File: src/rtl/cci_test_csr_pkg.sv
// Shared types and header address map for the CCI test CSR MMIO front end.
package cci_test_csr_pkg;

   localparam int NUM_TEST_CSRS = 8;
   localparam int IDX_W         = $clog2(NUM_TEST_CSRS);

   // Byte addresses of the fixed header words (18 bits = 16-bit dword address * 4)
   localparam logic [17:0] DFH_BYTE      = 18'h000;
   localparam logic [17:0] AFU_ID_L_BYTE = 18'h008;
   localparam logic [17:0] AFU_ID_H_BYTE = 18'h010;
   localparam logic [17:0] RSVD0_BYTE    = 18'h018;
   localparam logic [17:0] RSVD1_BYTE    = 18'h020;

   typedef logic [15:0] t_mmio_dw_addr;
   typedef logic [8:0]  t_mmio_tid;
   typedef logic [IDX_W-1:0] t_csr_idx;

   typedef enum logic [2:0] {
      SEL_NONE,
      SEL_DFH,
      SEL_IDL,
      SEL_IDH,
      SEL_CYC,
      SEL_TEST
   } t_csr_sel;

   typedef struct packed {
      logic [63:0] data;
   } t_cpu_rd_csr;

   typedef struct packed {
      logic        en;
      logic [63:0] data;
   } t_cpu_wr_csr;

endpackage

File: src/rtl/test_csrs.sv
// CSR exchange between the MMIO front end (csr modport) and the test engine (test modport).
interface test_csrs;
   cci_test_csr_pkg::t_cpu_rd_csr cpu_rd_csrs [cci_test_csr_pkg::NUM_TEST_CSRS];
   cci_test_csr_pkg::t_cpu_wr_csr cpu_wr_csrs [cci_test_csr_pkg::NUM_TEST_CSRS];

   modport csr  (input cpu_rd_csrs, output cpu_wr_csrs);
   modport test (output cpu_rd_csrs, input cpu_wr_csrs);
endinterface

File: src/rtl/cci_test_csr_rd_pipe.sv
// Two-stage MMIO read pipeline: stage1 registers tid/select/index, stage2 muxes and registers data.
module cci_test_csr_rd_pipe
   import cci_test_csr_pkg::*;
#(
   parameter logic [63:0]  DFH_VALUE = 64'h1000_0000_0000_0000,
   parameter logic [127:0] AFU_ID    = 128'h0
) (
   input  logic        clk,
   input  logic        reset,
   input  logic        rd_valid_i,
   input  t_mmio_tid   tid_i,
   input  t_csr_sel    sel_i,
   input  t_csr_idx    idx_i,
   input  logic [63:0] cyc_cnt_i,
   input  t_cpu_rd_csr rd_csrs_i [NUM_TEST_CSRS],
   output logic        rsp_valid_o,
   output t_mmio_tid   rsp_tid_o,
   output logic [63:0] rsp_data_o
);

   logic        vld_p1_q;
   t_mmio_tid   tid_p1_q;
   t_csr_sel    sel_p1_q;
   t_csr_idx    idx_p1_q;
   logic [63:0] cyc_p1_q;

   logic        rsp_valid_q;
   t_mmio_tid   rsp_tid_q;
   logic [63:0] rsp_data_q;
   logic [63:0] data_d;

   // Stage 1: capture request and decoded select; the cycle count is sampled here
   always_ff @(posedge clk) begin
      if (reset) begin
         vld_p1_q <= 1'b0;
         tid_p1_q <= '0;
         sel_p1_q <= SEL_NONE;
         idx_p1_q <= '0;
         cyc_p1_q <= '0;
      end else begin
         vld_p1_q <= rd_valid_i;
         tid_p1_q <= tid_i;
         sel_p1_q <= sel_i;
         idx_p1_q <= idx_i;
         cyc_p1_q <= cyc_cnt_i;
      end
   end

   always_comb begin
      data_d = '0;
      case (sel_p1_q)
         SEL_DFH:  data_d = DFH_VALUE;
         SEL_IDL:  data_d = AFU_ID[63:0];
         SEL_IDH:  data_d = AFU_ID[127:64];
         SEL_CYC:  data_d = cyc_p1_q;
         SEL_TEST: data_d = rd_csrs_i[idx_p1_q].data;
         default:  data_d = '0;
      endcase
   end

   // Stage 2: register the response
   always_ff @(posedge clk) begin
      if (reset) begin
         rsp_valid_q <= 1'b0;
         rsp_tid_q   <= '0;
         rsp_data_q  <= '0;
      end else begin
         rsp_valid_q <= vld_p1_q;
         if (vld_p1_q) begin
            rsp_tid_q  <= tid_p1_q;
            rsp_data_q <= data_d;
         end
      end
   end

   assign rsp_valid_o = rsp_valid_q;
   assign rsp_tid_o   = rsp_tid_q;
   assign rsp_data_o  = rsp_data_q;

endmodule

File: src/rtl/cci_test_csr_mmio.sv
// MMIO front end for test AFUs: write decode into cpu_wr_csrs pulses, reads via cci_test_csr_rd_pipe.
// Optional free-running cycle counter at byte 0x020 when CCI_TEST_CSR_CYCLE_CNT_EN is defined.
module cci_test_csr_mmio
   import cci_test_csr_pkg::*;
#(
   parameter logic [63:0]  DFH_VALUE     = 64'h1000_0000_0000_0000,
   parameter logic [127:0] AFU_ID        = 128'h0,
   parameter int           CSR_BASE_BYTE = 'h100
) (
   input  logic          clk,
   input  logic          reset,
   input  logic          mmio_wr_valid,
   input  logic          mmio_rd_valid,
   input  t_mmio_dw_addr mmio_addr,
   input  logic [1:0]    mmio_len,
   input  t_mmio_tid     mmio_tid,
   input  logic [63:0]   mmio_wr_data,
   output logic          rsp_valid,
   output t_mmio_tid     rsp_tid,
   output logic [63:0]   rsp_data,
   test_csrs.csr         csrs
);

   localparam logic [17:0] CSR_BASE = 18'(CSR_BASE_BYTE);
   localparam logic [17:0] CSR_SPAN = 18'(8 * NUM_TEST_CSRS);

   logic [17:0] byte_addr;
   logic [17:0] csr_off;
   logic        acc_ok;
   t_csr_sel    sel_d;
   t_csr_idx    idx_d;
   logic [63:0] cyc_cnt;

   t_cpu_wr_csr wr_q    [NUM_TEST_CSRS];
   t_cpu_rd_csr rd_csrs [NUM_TEST_CSRS];

   assign byte_addr = {mmio_addr, 2'b00};
   assign acc_ok    = (mmio_len == 2'd1) && !mmio_addr[0];
   assign csr_off   = byte_addr - CSR_BASE;

   // Shared full-width decode for reads and writes; unmapped or malformed accesses select nothing
   always_comb begin
      sel_d = SEL_NONE;
      idx_d = '0;
      if (acc_ok) begin
         if (byte_addr == DFH_BYTE)           sel_d = SEL_DFH;
         else if (byte_addr == AFU_ID_L_BYTE) sel_d = SEL_IDL;
         else if (byte_addr == AFU_ID_H_BYTE) sel_d = SEL_IDH;
`ifdef CCI_TEST_CSR_CYCLE_CNT_EN
         else if (byte_addr == RSVD1_BYTE)    sel_d = SEL_CYC;
`endif
         else if (byte_addr >= CSR_BASE && csr_off < CSR_SPAN) begin
            sel_d = SEL_TEST;
            idx_d = csr_off[3 +: IDX_W];
         end
      end
   end

   always_ff @(posedge clk) begin
      if (reset) begin
         for (int i = 0; i < NUM_TEST_CSRS; i++) begin
            wr_q[i] <= '0;
         end
      end else begin
         for (int i = 0; i < NUM_TEST_CSRS; i++) begin
            wr_q[i].en <= mmio_wr_valid && (sel_d == SEL_TEST) && (idx_d == t_csr_idx'(i));
            if (mmio_wr_valid && (sel_d == SEL_TEST) && (idx_d == t_csr_idx'(i))) begin
               wr_q[i].data <= mmio_wr_data;
            end
         end
      end
   end

`ifdef CCI_TEST_CSR_CYCLE_CNT_EN
   logic [63:0] cyc_q;

   always_ff @(posedge clk) begin
      if (reset) begin
         cyc_q <= '0;
      end else if (mmio_wr_valid && (sel_d == SEL_CYC)) begin
         cyc_q <= '0;
      end else begin
         cyc_q <= cyc_q + 64'd1;
      end
   end

   assign cyc_cnt = cyc_q;
`else
   assign cyc_cnt = '0;
`endif

   for (genvar g = 0; g < NUM_TEST_CSRS; g++) begin : g_csr
      assign csrs.cpu_wr_csrs[g] = wr_q[g];
      assign rd_csrs[g]          = csrs.cpu_rd_csrs[g];
   end

   cci_test_csr_rd_pipe #(
      .DFH_VALUE (DFH_VALUE),
      .AFU_ID    (AFU_ID)
   ) u_rd_pipe (
      .clk         (clk),
      .reset       (reset),
      .rd_valid_i  (mmio_rd_valid),
      .tid_i       (mmio_tid),
      .sel_i       (sel_d),
      .idx_i       (idx_d),
      .cyc_cnt_i   (cyc_cnt),
      .rd_csrs_i   (rd_csrs),
      .rsp_valid_o (rsp_valid),
      .rsp_tid_o   (rsp_tid),
      .rsp_data_o  (rsp_data)
   );

endmodule

File: src/flat_wrapper.sv
// flat-port wrapper written by rule: the top's interface ports become plain ports
module cci_test_csr_mmio_flat import cci_test_csr_pkg::*;
#(
   parameter logic [63:0]  DFH_VALUE     = 64'h1000_0000_0000_0000,
   parameter logic [127:0] AFU_ID        = 128'h0,
   parameter int           CSR_BASE_BYTE = 'h100
)
  (clk, reset, mmio_wr_valid, mmio_rd_valid, mmio_addr, mmio_len, mmio_tid, mmio_wr_data, rsp_valid, rsp_tid, rsp_data, csrs_cpu_rd_csrs, csrs_cpu_wr_csrs);
  test_csrs csrs_i ();
  input  logic clk;
  input  logic reset;
  input  logic mmio_wr_valid;
  input  logic mmio_rd_valid;
  input  t_mmio_dw_addr mmio_addr;
  input  logic [1:0] mmio_len;
  input  t_mmio_tid mmio_tid;
  input  logic [63:0] mmio_wr_data;
  output logic rsp_valid;
  output t_mmio_tid rsp_tid;
  output logic [63:0] rsp_data;
  input wire logic [$bits(csrs_i.cpu_rd_csrs)-1:0] csrs_cpu_rd_csrs;
  output wire logic [$bits(csrs_i.cpu_wr_csrs)-1:0] csrs_cpu_wr_csrs;
  assign csrs_i.cpu_rd_csrs = {>>{csrs_cpu_rd_csrs}};
  assign csrs_cpu_wr_csrs = {>>{csrs_i.cpu_wr_csrs}};
  cci_test_csr_mmio #(.DFH_VALUE(DFH_VALUE), .AFU_ID(AFU_ID), .CSR_BASE_BYTE(CSR_BASE_BYTE)) u_core (.clk(clk), .reset(reset), .mmio_wr_valid(mmio_wr_valid), .mmio_rd_valid(mmio_rd_valid), .mmio_addr(mmio_addr), .mmio_len(mmio_len), .mmio_tid(mmio_tid), .mmio_wr_data(mmio_wr_data), .rsp_valid(rsp_valid), .rsp_tid(rsp_tid), .rsp_data(rsp_data), .csrs(csrs_i));
endmodule
File: config.mk
export PLATFORM = sky130hd
export DESIGN_NAME = cci_test_csr_mmio_flat
export DESIGN_NICKNAME = d
export VERILOG_FILES = /design/src/rtl/cci_test_csr_pkg.sv /design/src/rtl/test_csrs.sv /design/src/rtl/cci_test_csr_rd_pipe.sv /design/src/rtl/cci_test_csr_mmio.sv /design/src/flat_wrapper.sv
export SDC_FILE = /design/constraint.sdc
export NUM_CORES = 1
export LEC_CHECK = 0
export CAP_MARGIN = 20
export CORE_AREA = 4 4 468 470
export DETAILED_ROUTE_END_ITERATION = 12
export DIE_AREA = 0 0 472 474
export GPL_TIMING_DRIVEN = 0
export HOLD_SLACK_MARGIN = 0.15
export PLACE_DENSITY = 0.4
export SLEW_MARGIN = 10
export SYNTH_ARGS = -nofsm -noshare
export SYNTH_HDL_FRONTEND = slang
export SYNTH_SLANG_ARGS = --single-unit
File: constraint.sdc
create_clock -name clk -period 7.3 [get_ports clk]
set_clock_uncertainty 0.1 [all_clocks]
set_input_delay 1.095 -clock clk [delete_from_list [all_inputs] [get_ports clk]]
set_output_delay 1.095 -clock clk [all_outputs]
set_load 0.03 [all_outputs]
==> results.toml, run 1 <==
[logic_synthesis]
synth_area_um2 = 25360
yosys_warnings = 0
syn_avg_cell_area_um2 = 14.07
synth-main-ff-cell = "edfxtp_1"
ys_types = 38
synth_seq_area_share = 0.6837
syn_nets = 2409
synthArstFlopShare = 0
synth_edf_count = 512
synth-seq-cells = 610
netlist_instances = 1802

[worst_setup_path]
crit_start = "mmio_addr[13]"
cp_num_buf_inv = 4
rr_worst_depth = 5
crit_chain = "clkdlybuf4s50_1, nor4b_1, and4_1, buf_4, nand3b_1, buf_2, nand2b_4, buf_16"
worst-path-stages = 8
slowest_stage = "nor4b_1"
r2r_end = "u_core.u_rd_pipe.rsp_data_o[24]"
critPathCaptureType = "flop"
worstPathMaxFanout = 39
reg2reg_from = "u_core.u_rd_pipe.idx_p1_q[2]"
cp.arrival_ns = 4.08
reg2reg_slack_ns = 4.46
start_kind = "input pin"
required_ns = 7.52
crit_family = "simple AND/OR/NAND/NOR gates"
cpPeakStageDelay_ns = 0.59
cp-endpoint = "u_core.wr_q[1][39]"
worstSetupPathType = "input pin to flop"

[power]
p_int_mw = 6.749
p_comb_frac = 0.159
p_per_area_nw_per_um2 = 211.3
p_sw_frac = 0.2700
p_leak_nw = 14.30
ir_drop_v = 0.0001303
clockPowerShare = 0.409
power.share.sequential = 0.432
netSwitchingPower_mw = 2.497
power.total_mw = 9.246

[final_layout]
drive_gt1_frac = 0.09178
multi_input_area_um2 = 6980
nFillCells = 23380
layout-area-overhead-vs-synth_pct = 72.55
register_area_um2 = 17340
layout_commonest_cell = "clkdlybuf4s50_1"
nets = 3698
final_cell_count_no_fill = 6002
final_cell_mix = "clkdlybuf4s50_1 (1197), edfxtp_1 (512), nor2_1 (391), nand2b_1 (150), mux2i_1 (133)"

[clock_tree]
postCtsSetupBuffers = 0
cts_resized = 0
cts_tree = "yes"
cts-root-buf = "clkbuf_16"
cts-buffers-inserted = 77
h-tree-depth = 3
cts.sinks = 610
clk-insertion-delay-late_ns = 0.67
cts_max_path_buffers = 3
ctsHoldBuffers = 0
clk_pin_slew_ns = 0.06

[route]
drcViolationCount = 0
drt_pre_antenna_iters = 5
vias_per_cell = 3.450
postRouteAntennaNets = 0
wl_per_cell_um = 28.59
dr_total_vias = 20710
drt_iter0_drc = 1316
totalWireLength_mm = 171.6

[floorplan]
die_h_um = 474
core_area_um2 = 214400
rows = 170
die_area_um2 = 223700
die_x_um = 472
io-pin-count = 1201
start_util = 0.1183

[timing]
setup_violations = 0
max_clock_freq_mhz = 259.3
post-route-period-util = 0.5282
period_needed_ns = 3.856
max-slew-margin-rel = 0.3310
worst_slew_pin_slew_ns = 1.003
rsz0062_at_grt = "no"
final-max-slew-violation-count = 0
hold_viol_final = 0

[global_routing]
gr-total-overflow = 0
grt_max_degree = 42
first_global_vias = 21710
grt_pass1_wl_mm = 218.2
antenna_found_initial = 59
track_usage = 0.1472

[placement]
port_buffers = 1197
routabilityCongestion = 0.8909
post-place-cells = 5850
dp_hpwl_mm = 144.8

[flow_run]
maxCapViolations = 0

[worst_hold_path]
hold_class = "flop to flop"

[run_status]
status = "completed"
## worst reg2reg max path: cells and delay by family, from the launching register on
family | cells | cell delay [ns]
DFF | 1 | 0.61
AOI/OAI and AO/OA | 2 | 0.58
buffers and inverters | 2 | 1.00
muxes | 1 | 0.41
## layout make-up
type | instances | area share
repair buffers | 1210 | 0.2806
multi-input cells | 1002 | 0.1595
clock buffers | 96 | 0.04636
diodes | 15 | 0.0008579
plain buffers | 126 | 0.01990
well taps | 2838 | 0.08116
flip-flops and latches | 610 | 0.3962
clock inverters | 41 | 0.009837
inverters | 64 | 0.005491
## power groups by stage
| stage | Clock (mW) | Combinational [mW] | Sequential, mW |
|---|---|---|---|
| after floorplan | 0 | 0.164 | 4.43 |
| after global placement | 0 | 1.48 | 4.09 |
| after detailed placement | 0 | 1.50 | 4.07 |
| after CTS | 3.92 | 1.50 | 4.00 |
| after global routing | 4.06 | 1.52 | 4.01 |
| final | 3.78 | 1.47 | 3.99 |
## cell usage after synthesis, types with 4 or more instances
cell type,number,share of area
buf_4,9,0.0027
nand3_1,25,0.0049
clkbuf_1,58,0.0086
edfxtp_1,512,0.61
nor2b_1,17,0.0042
nand2_1,6,0.00089
a22oi_1,63,0.019
a21oi_1,64,0.013
mux4_2,65,0.058
buf_2,12,0.0024
mux2i_1,133,0.053
nor2_1,391,0.058
nor3_1,5,0.00099
nor2_2,10,0.0025
inv_1,64,0.0095
o211ai_1,40,0.012
nand2b_1,156,0.038
dfxtp_1,98,0.077
buf_6,46,0.020
and2_1,4,0.00099
## cell families (layout without fill, tap and decap cells)
family,after synthesis,in the layout,synth area share
buffers and inverters,190,1537,0.04367
AOI/OAI and AO/OA,171,171,0.04446
and+or+nand+nor,629,629,0.1163
xor gates and xnor gates,1,1,0.0003455
muxes,201,201,0.1116
DFF,610,610,0.6837
other,0,15,0
## how the worst min path moves through the flow
stage / start / end / cells after the start
3_5_place_dp: u_core.u_rd_pipe.tid_p1_q[0] / u_core.u_rd_pipe.rsp_tid_o[0] / 2
5_1_grt: u_core.u_rd_pipe.rsp_data_o[3] / u_core.u_rd_pipe.rsp_data_o[3] / 2
4_1_cts: u_core.u_rd_pipe.rsp_data_o[11] / u_core.u_rd_pipe.rsp_data_o[11] / 2
2_1_floorplan: u_core.u_rd_pipe.tid_p1_q[0] / u_core.u_rd_pipe.rsp_tid_o[0] / 2
3_3_place_gp: u_core.u_rd_pipe.tid_p1_q[3] / u_core.u_rd_pipe.rsp_tid_o[3] / 2
6_report: u_core.u_rd_pipe.rsp_data_o[11] / u_core.u_rd_pipe.rsp_data_o[11] / 2
## flip-flops by register name, indices dropped and copies added, names as in the netlist
| signal | flops |
|---|---|
| u_core.u_rd_pipe.idx_p1_q | 3 |
| u_core.u_rd_pipe.rsp_data_o | 64 |
| u_core.u_rd_pipe.rsp_tid_o | 9 |
| u_core.u_rd_pipe.rsp_valid_o | 1 |
| u_core.u_rd_pipe.sel_p1_q | 3 |
| u_core.u_rd_pipe.tid_p1_q | 9 |
| u_core.u_rd_pipe.vld_p1_q | 1 |
| u_core.wr_q | 520 |
## stage by stage
stage | TNS (ns) | cell area [µm²] | util | setup WS (ns) | hold WS, ns
after floorplan | 0 | 25360 | - | 1.825 | 0.3403
after global placement | -837.29 | 40890 | 0.1907 | -3.779 | 0.3545
after detailed placement | 0 | 41260 | 0.1924 | 2.597 | 0.3582
after CTS | 0 | 43720 | 0.2039 | 3.365 | 0.3699
after global routing | 0 | 43740 | 0.2040 | 3.295 | 0.3839
final | 0 | 43750 | 0.2041 | 3.444 | 0.3686
## layer usage
metal / global-route usage / wire length (µm)
met5: 0 / 98
met4: 0.06074 / 7134
met3: 0.03787 / 11440
met2: 0.2912 / 95090
met1: 0.1432 / 57850
Power figures use the tool's default switching activity.
==> run 2, diff against run 1 <==
--- a/config.mk
+++ b/config.mk
@@ -6,12 +6,12 @@
 export NUM_CORES = 1
 export LEC_CHECK = 0
 export CAP_MARGIN = 20
-export CORE_AREA = 4 4 468 470
+export CORE_AREA = 4 4 465 467
 export DETAILED_ROUTE_END_ITERATION = 12
-export DIE_AREA = 0 0 472 474
+export DIE_AREA = 0 0 469 471
 export GPL_TIMING_DRIVEN = 0
 export HOLD_SLACK_MARGIN = 0.15
-export PLACE_DENSITY = 0.4
+export PLACE_DENSITY = 0.42
 export SLEW_MARGIN = 10
 export SYNTH_ARGS = -nofsm -noshare
 export SYNTH_HDL_FRONTEND = slang
==> constraint.sdc (replaced) <==
create_clock -name clk -period 3.3 [get_ports clk]
set_clock_uncertainty 0.1 [all_clocks]
set_input_delay 0.495 -clock clk [delete_from_list [all_inputs] [get_ports clk]]
set_output_delay 0.495 -clock clk [all_outputs]
set_load 0.03 [all_outputs]
==> run 2 against run 1 <==
Net effect: flip-flop and latch count stayed put; setup slack worse by 3.3 ns; largest power group unchanged; routed wire length is 1.6% higher; sequential share of layout area hardly changed; global-route usage is 0.34 points higher.
==> results.toml, run 2 (synthesized netlist as in run 1, its figures left out) <==
[worst_setup_path]
worstSetupPathType = "flop to flop"
reg2reg_from = "u_core.u_rd_pipe.idx_p1_q[0]"
start_kind = "flop"
r2r_end = "u_core.u_rd_pipe.rsp_data_o[57]"
rr_worst_depth = 8
critPathCaptureType = "flop"
worstPathMaxFanout = 10
cp-endpoint = "u_core.u_rd_pipe.rsp_data_o[57]"
crit_start = "u_core.u_rd_pipe.idx_p1_q[0]"
cp.arrival_ns = 3.58
reg2reg_slack_ns = 0.15
required_ns = 3.73

[run_status]
status = "completed"

[final_layout]
nets = 3698
final_cell_mix = "clkdlybuf4s50_1 (1197), edfxtp_1 (512), nor2_1 (391), nand2b_1 (150), mux2i_1 (133)"
top_register = "u_core.wr_q"
layout-area-overhead-vs-synth_pct = 72.35
largest_reg_flops = 520
drive_gt1_frac = 0.09111
post-route-util = 0.2065
layout_commonest_cell = "clkdlybuf4s50_1"

[global_routing]
grt_pass1_wl_mm = 218.8
gr-total-overflow = 0
track_usage = 0.1507
antenna_found_initial = 69
first_global_vias = 21170
grt_max_degree = 43

[timing]
period_needed_ns = 3.150
max-slew-margin-rel = 0.2379
rsz0062_at_grt = "no"
finalSetupTns_ns = 0
max_clock_freq_mhz = 317.4
setup_violations = 0
worst_slew_pin_slew_ns = 1.143
hold_viol_final = 0
post-route-period-util = 0.9546
final-max-slew-violation-count = 0

[placement]
dp_hpwl_mm = 147.7
port_buffers = 1197
routabilityCongestion = 0.8638

[clock_tree]
cts-buffers-inserted = 74
cts_max_path_buffers = 3
cts.sinks = 610
clk_pin_slew_ns = 0.06
cts_tree = "yes"
cts-root-buf = "clkbuf_16"
postCtsSetupBuffers = 0
clk-insertion-delay-late_ns = 0.67
h-tree-depth = 3

[floorplan]
core_area_um2 = 211700
start_util = 0.1198
die_h_um = 471
die_x_um = 469
io-pin-count = 1201
rows = 169
die_area_um2 = 220900

[route]
drt_iter0_drc = 1383
postRouteAntennaNets = 0
wl_per_cell_um = 29.13
dr_total_vias = 20620
vias_per_cell = 3.444
drcViolationCount = 0
totalWireLength_mm = 174.4
drt_pre_antenna_iters = 6

[power]
p_per_area_nw_per_um2 = 461.8
p_leak_nw = 14.28
ir_drop_v = 0.0003921

[flow_run]
maxCapViolations = 0

[worst_hold_path]
hold_class = "input pin to flop"
## run 2: metrics by stage
step / hold WS [ns] / worst slack [ns] / total power [mW] / cell area (µm²) / instances
after detailed placement: 0.3597 / -0.7128 / 12.25 / 41240 / 5833
final: 0.2872 / 0.1497 / 20.18 / 43700 / 5987
after global placement: 0.3563 / -3.084 / 12.22 / 40890 / 5820
after CTS: 0.1950 / 0.02686 / 20.51 / 43650 / 5970
after floorplan: 0.3403 / -0.2520 / 10.16 / 25380 / 1802
after global routing: 0.2375 / 0.09848 / 20.86 / 43680 / 5980
## run 2: worst max-delay path, cell delays in order (launching register included)
cell and delay, ns:
dfxtp_1 0.32, buf_6 0.22, buf_6 0.23, buf_6 0.25, buf_6 0.31, mux2i_1 0.81, a22oi_1 0.19, o211ai_1 0.37
a21oi_1 0.14
## run 2: area by class of cell
cell class	count	area, µm²
inverters	64	240.2
multi-input cells	1003	6989
fillers	22940	168000
well taps	2821	3530
plain buffers	126	875.8
flip-flops and latches	610	17340
clock buffers	94	2019
diodes	16	40.04
repair buffers	1212	12300
clock inverters	41	369.1
## run 2: routing by layer
layer	global-route usage	vias to the layer above	routed length, µm
met5	0	-	41
met4	0.05008	6	5700
met3	0.03287	243	11110
met2	0.3067	1101	99690
met1	0.1461	10150	57880
li1	-	9118	-
## run 2: repair_timing
action | 4_1_cts | 5_1_grt
setup endpoints to repair | 7 | 37
gates resized for setup | 2 | 1
hold buffers | 2 | 0
endpoints found under the hold margin | 5 | 0
gates cloned | 0 | 1
## run 2: power breakdown
| group | internal [mW] | switching [mW] |
|---|---|---|
| logic | 1.42 | 1.78 |
| clock network | 4.73 | 3.42 |
| registers | 8.72 | 0.113 |
| total | 14.9 | 5.31 |
## run 2: worst min-delay path by stage
stage / startpoint / end / slack (ns) / depth (start not counted)
after floorplan: u_core.u_rd_pipe.tid_p1_q[0] / u_core.u_rd_pipe.rsp_tid_o[0] / 0.34 / 2
after global placement: u_core.u_rd_pipe.tid_p1_q[2] / u_core.u_rd_pipe.rsp_tid_o[2] / 0.36 / 2
after detailed placement: u_core.u_rd_pipe.rsp_data_o[0] / u_core.u_rd_pipe.rsp_data_o[0] / 0.36 / 2
after CTS: mmio_rd_valid / u_core.u_rd_pipe.vld_p1_q / 0.19 / 2
after global routing: mmio_tid[2] / u_core.u_rd_pipe.tid_p1_q[2] / 0.24 / 2
final: mmio_rd_valid / u_core.u_rd_pipe.vld_p1_q / 0.29 / 2
==> run 3, diff against run 2 <==
--- a/config.mk
+++ b/config.mk
@@ -5,13 +5,16 @@
 export SDC_FILE = /design/constraint.sdc
 export NUM_CORES = 1
 export LEC_CHECK = 0
-export CAP_MARGIN = 20
-export CORE_AREA = 4 4 465 467
+export CAP_MARGIN = 5
+export CELL_PAD_IN_SITES_DETAIL_PLACEMENT = 1
+export CELL_PAD_IN_SITES_GLOBAL_PLACEMENT = 1
+export CORE_AREA = 4 4 466 468
 export DETAILED_ROUTE_END_ITERATION = 12
-export DIE_AREA = 0 0 469 471
+export DIE_AREA = 0 0 470 472
+export GPL_ROUTABILITY_DRIVEN = 0
 export GPL_TIMING_DRIVEN = 0
 export HOLD_SLACK_MARGIN = 0.15
-export PLACE_DENSITY = 0.42
+export PLACE_DENSITY = 0.48
 export SLEW_MARGIN = 10
 export SYNTH_ARGS = -nofsm -noshare
 export SYNTH_HDL_FRONTEND = slang
==> run 3 against run 2 <==
Net effect: global-route usage hardly changed; flip-flop and latch count unchanged; worst hold slack worse by 0.0042 ns; final cell count grew 0.15%; register-to-register slack worse by 0.12 ns; utilization is 0.19 points lower; sequential power about the same; maximum frequency decreased by 3.7%; routed wire length decreased by 0.71%; count of clock-buffer cells in the layout increased by 6; cell area barely moved; critical endpoint is now u_core.u_rd_pipe.rsp_data_o[58]; largest cell class unchanged; largest power group unchanged; highest routed layer unchanged.
==> results.toml, run 3 (synthesized netlist as in run 1, its figures left out) <==
[run_status]
status = "completed"

[global_routing]
gr-total-overflow = 0
antenna_found_initial = 56
grt_pass1_wl_mm = 222.2
grt_max_degree = 41
track_usage = 0.1502
first_global_vias = 22200

[worst_setup_path]
slowest_stage = "mux2i_1"
critPathCaptureType = "flop"
cp.arrival_ns = 3.68
required_ns = 3.71
crit_family = "buffers and inverters"
cpPeakStageDelay_ns = 0.83
worstSetupPathType = "flop to flop"
crit_top_cell = "buf_6"
cp_num_buf_inv = 4
crit_chain = "buf_6, buf_6, buf_6, buf_6, mux2i_1, a22oi_1, nand3_1, a21oi_1"
worstPathMaxFanout = 10
reg2reg_slack_ns = 0.03
start_kind = "flop"

[route]
wl_per_cell_um = 28.88
totalWireLength_mm = 173.2
postRouteAntennaNets = 0
drt_iter0_drc = 1198
drcViolationCount = 0
dr_total_vias = 20790
vias_per_cell = 3.467
drt_pre_antenna_iters = 5

[power]
power.total_mw = 20.25
p_leak_nw = 14.25
ir_drop_v = 0.0003482
p_per_area_nw_per_um2 = 463.7

[final_layout]
nFillCells = 24190
nets = 3698
layout-area-overhead-vs-synth_pct = 72.25
layout_commonest_cell = "clkdlybuf4s50_1"
top_register = "u_core.wr_q"
drive_gt1_frac = 0.08897
largest_reg_flops = 520
final_cell_mix = "clkdlybuf4s50_1 (1197), edfxtp_1 (512), nor2_1 (391), nand2b_1 (150), mux2i_1 (133)"

[timing]
setup_violations = 0
period_needed_ns = 3.272
rsz0062_at_grt = "no"
max_clock_freq_mhz = 305.6
worst_slew_pin_slew_ns = 1.157
hold_viol_final = 0
final-max-slew-violation-count = 0
max-slew-margin-rel = 0.2067
finalSetupTns_ns = 0
whs_ns = 0.2830
post-route-period-util = 0.9915

[floorplan]
die_area_um2 = 221800
start_util = 0.1187
core_area_um2 = 213600
die_h_um = 472
die_x_um = 470
rows = 170
io-pin-count = 1201

[clock_tree]
cts.sinks = 610
cts-root-buf = "clkbuf_16"
h-tree-depth = 3
clk-insertion-delay-late_ns = 0.67
cts-buffers-inserted = 75
cts_tree = "yes"
cts_max_path_buffers = 3
clk_pin_slew_ns = 0.06

[placement]
port_buffers = 1197
dp_hpwl_mm = 145.0

[worst_hold_path]
hold_class = "input pin to flop"

[flow_run]
maxCapViolations = 0
[run 3: cell types whose count changed in the layout (fill, tap and decap cells not counted)]
| cell | previous run | this run |
|---|---|---|
| clkinv_16 | 0 | 1 |
| diode_2 | 16 | 11 |
| clkbuf_8 | 5 | 1 |
| clkinv_4 | 0 | 2 |
| clkinv_2 | 13 | 5 |
| inv_16 | 0 | 2 |
| buf_8 | 1 | 0 |
| inv_8 | 0 | 1 |
| clkbuf_2 | 5 | 7 |
| clkbuf_1 | 66 | 74 |
| clkinv_8 | 3 | 2 |
| clkinv_1 | 13 | 9 |
| bufinv_16 | 5 | 4 |
[run 3: final cells by class]
type,count,area (µm²),area share
buffer,126,878.3,0.02011
clock buffer,100,2002,0.04583
clock inverter,33,366.6,0.008393
timing repair buffer,1211,12290,0.2813
antenna,11,27.53,0.0006302
tap,2838,3551,0.08130
sequential,610,17340,0.3969
multi-input combinational,1003,6989,0.1600
inverter,64,240.2,0.005500
[run 3: power by group]
group	leakage, nW	total (mW)	switching, mW	internal, mW
Clock	1.13	8.19	3.56	4.64
Combinational	7.45	3.22	1.81	1.42
Sequential	5.67	8.84	0.114	8.72
[run 3: per-stage QoR]
stage	instance area, µm²	utilization	worst slack (ns)	instances
final	43680	0.2045	0.02813	5996
after global routing	43670	0.2045	0.08001	5994
after CTS	43650	0.2044	0.007669	5985
after global placement	40910	0.1916	-3.405	5837
after floorplan	25380	-	-0.2520	1802
after detailed placement	41250	0.1931	-0.9675	5849
[run 3: timing repair]
| item | CTS | global route |
|---|---|---|
| setup endpoints to repair | 123 | 23 |
| endpoints found under the hold margin | 4 | 0 |
| gates resized for setup | 3 | 1 |
| hold buffers | 2 | 0 |
| buffers inserted | 0 | 0 |
| gates cloned | 1 | 0 |
[run 3: worst paths after layout]
path | startpoint | to | cells past startpoint
setup / recovery | u_core.u_rd_pipe.idx_p1_q[0] | u_core.u_rd_pipe.rsp_data_o[58] | 8
hold / removal | mmio_tid[4] | u_core.u_rd_pipe.tid_p1_q[4] | 2
setup reg to reg | u_core.u_rd_pipe.idx_p1_q[0] | u_core.u_rd_pipe.rsp_data_o[58] | 8
hold reg to reg | u_core.u_rd_pipe.rsp_data_o[60] | u_core.u_rd_pipe.rsp_data_o[60] | 2
[run 3: metal layers]
metal | routed length [µm] | track usage
met1 | 59500 | 0.1485
met2 | 94960 | 0.2931
met3 | 10760 | 0.03919
met4 | 7812 | 0.06351
met5 | 160 | 0
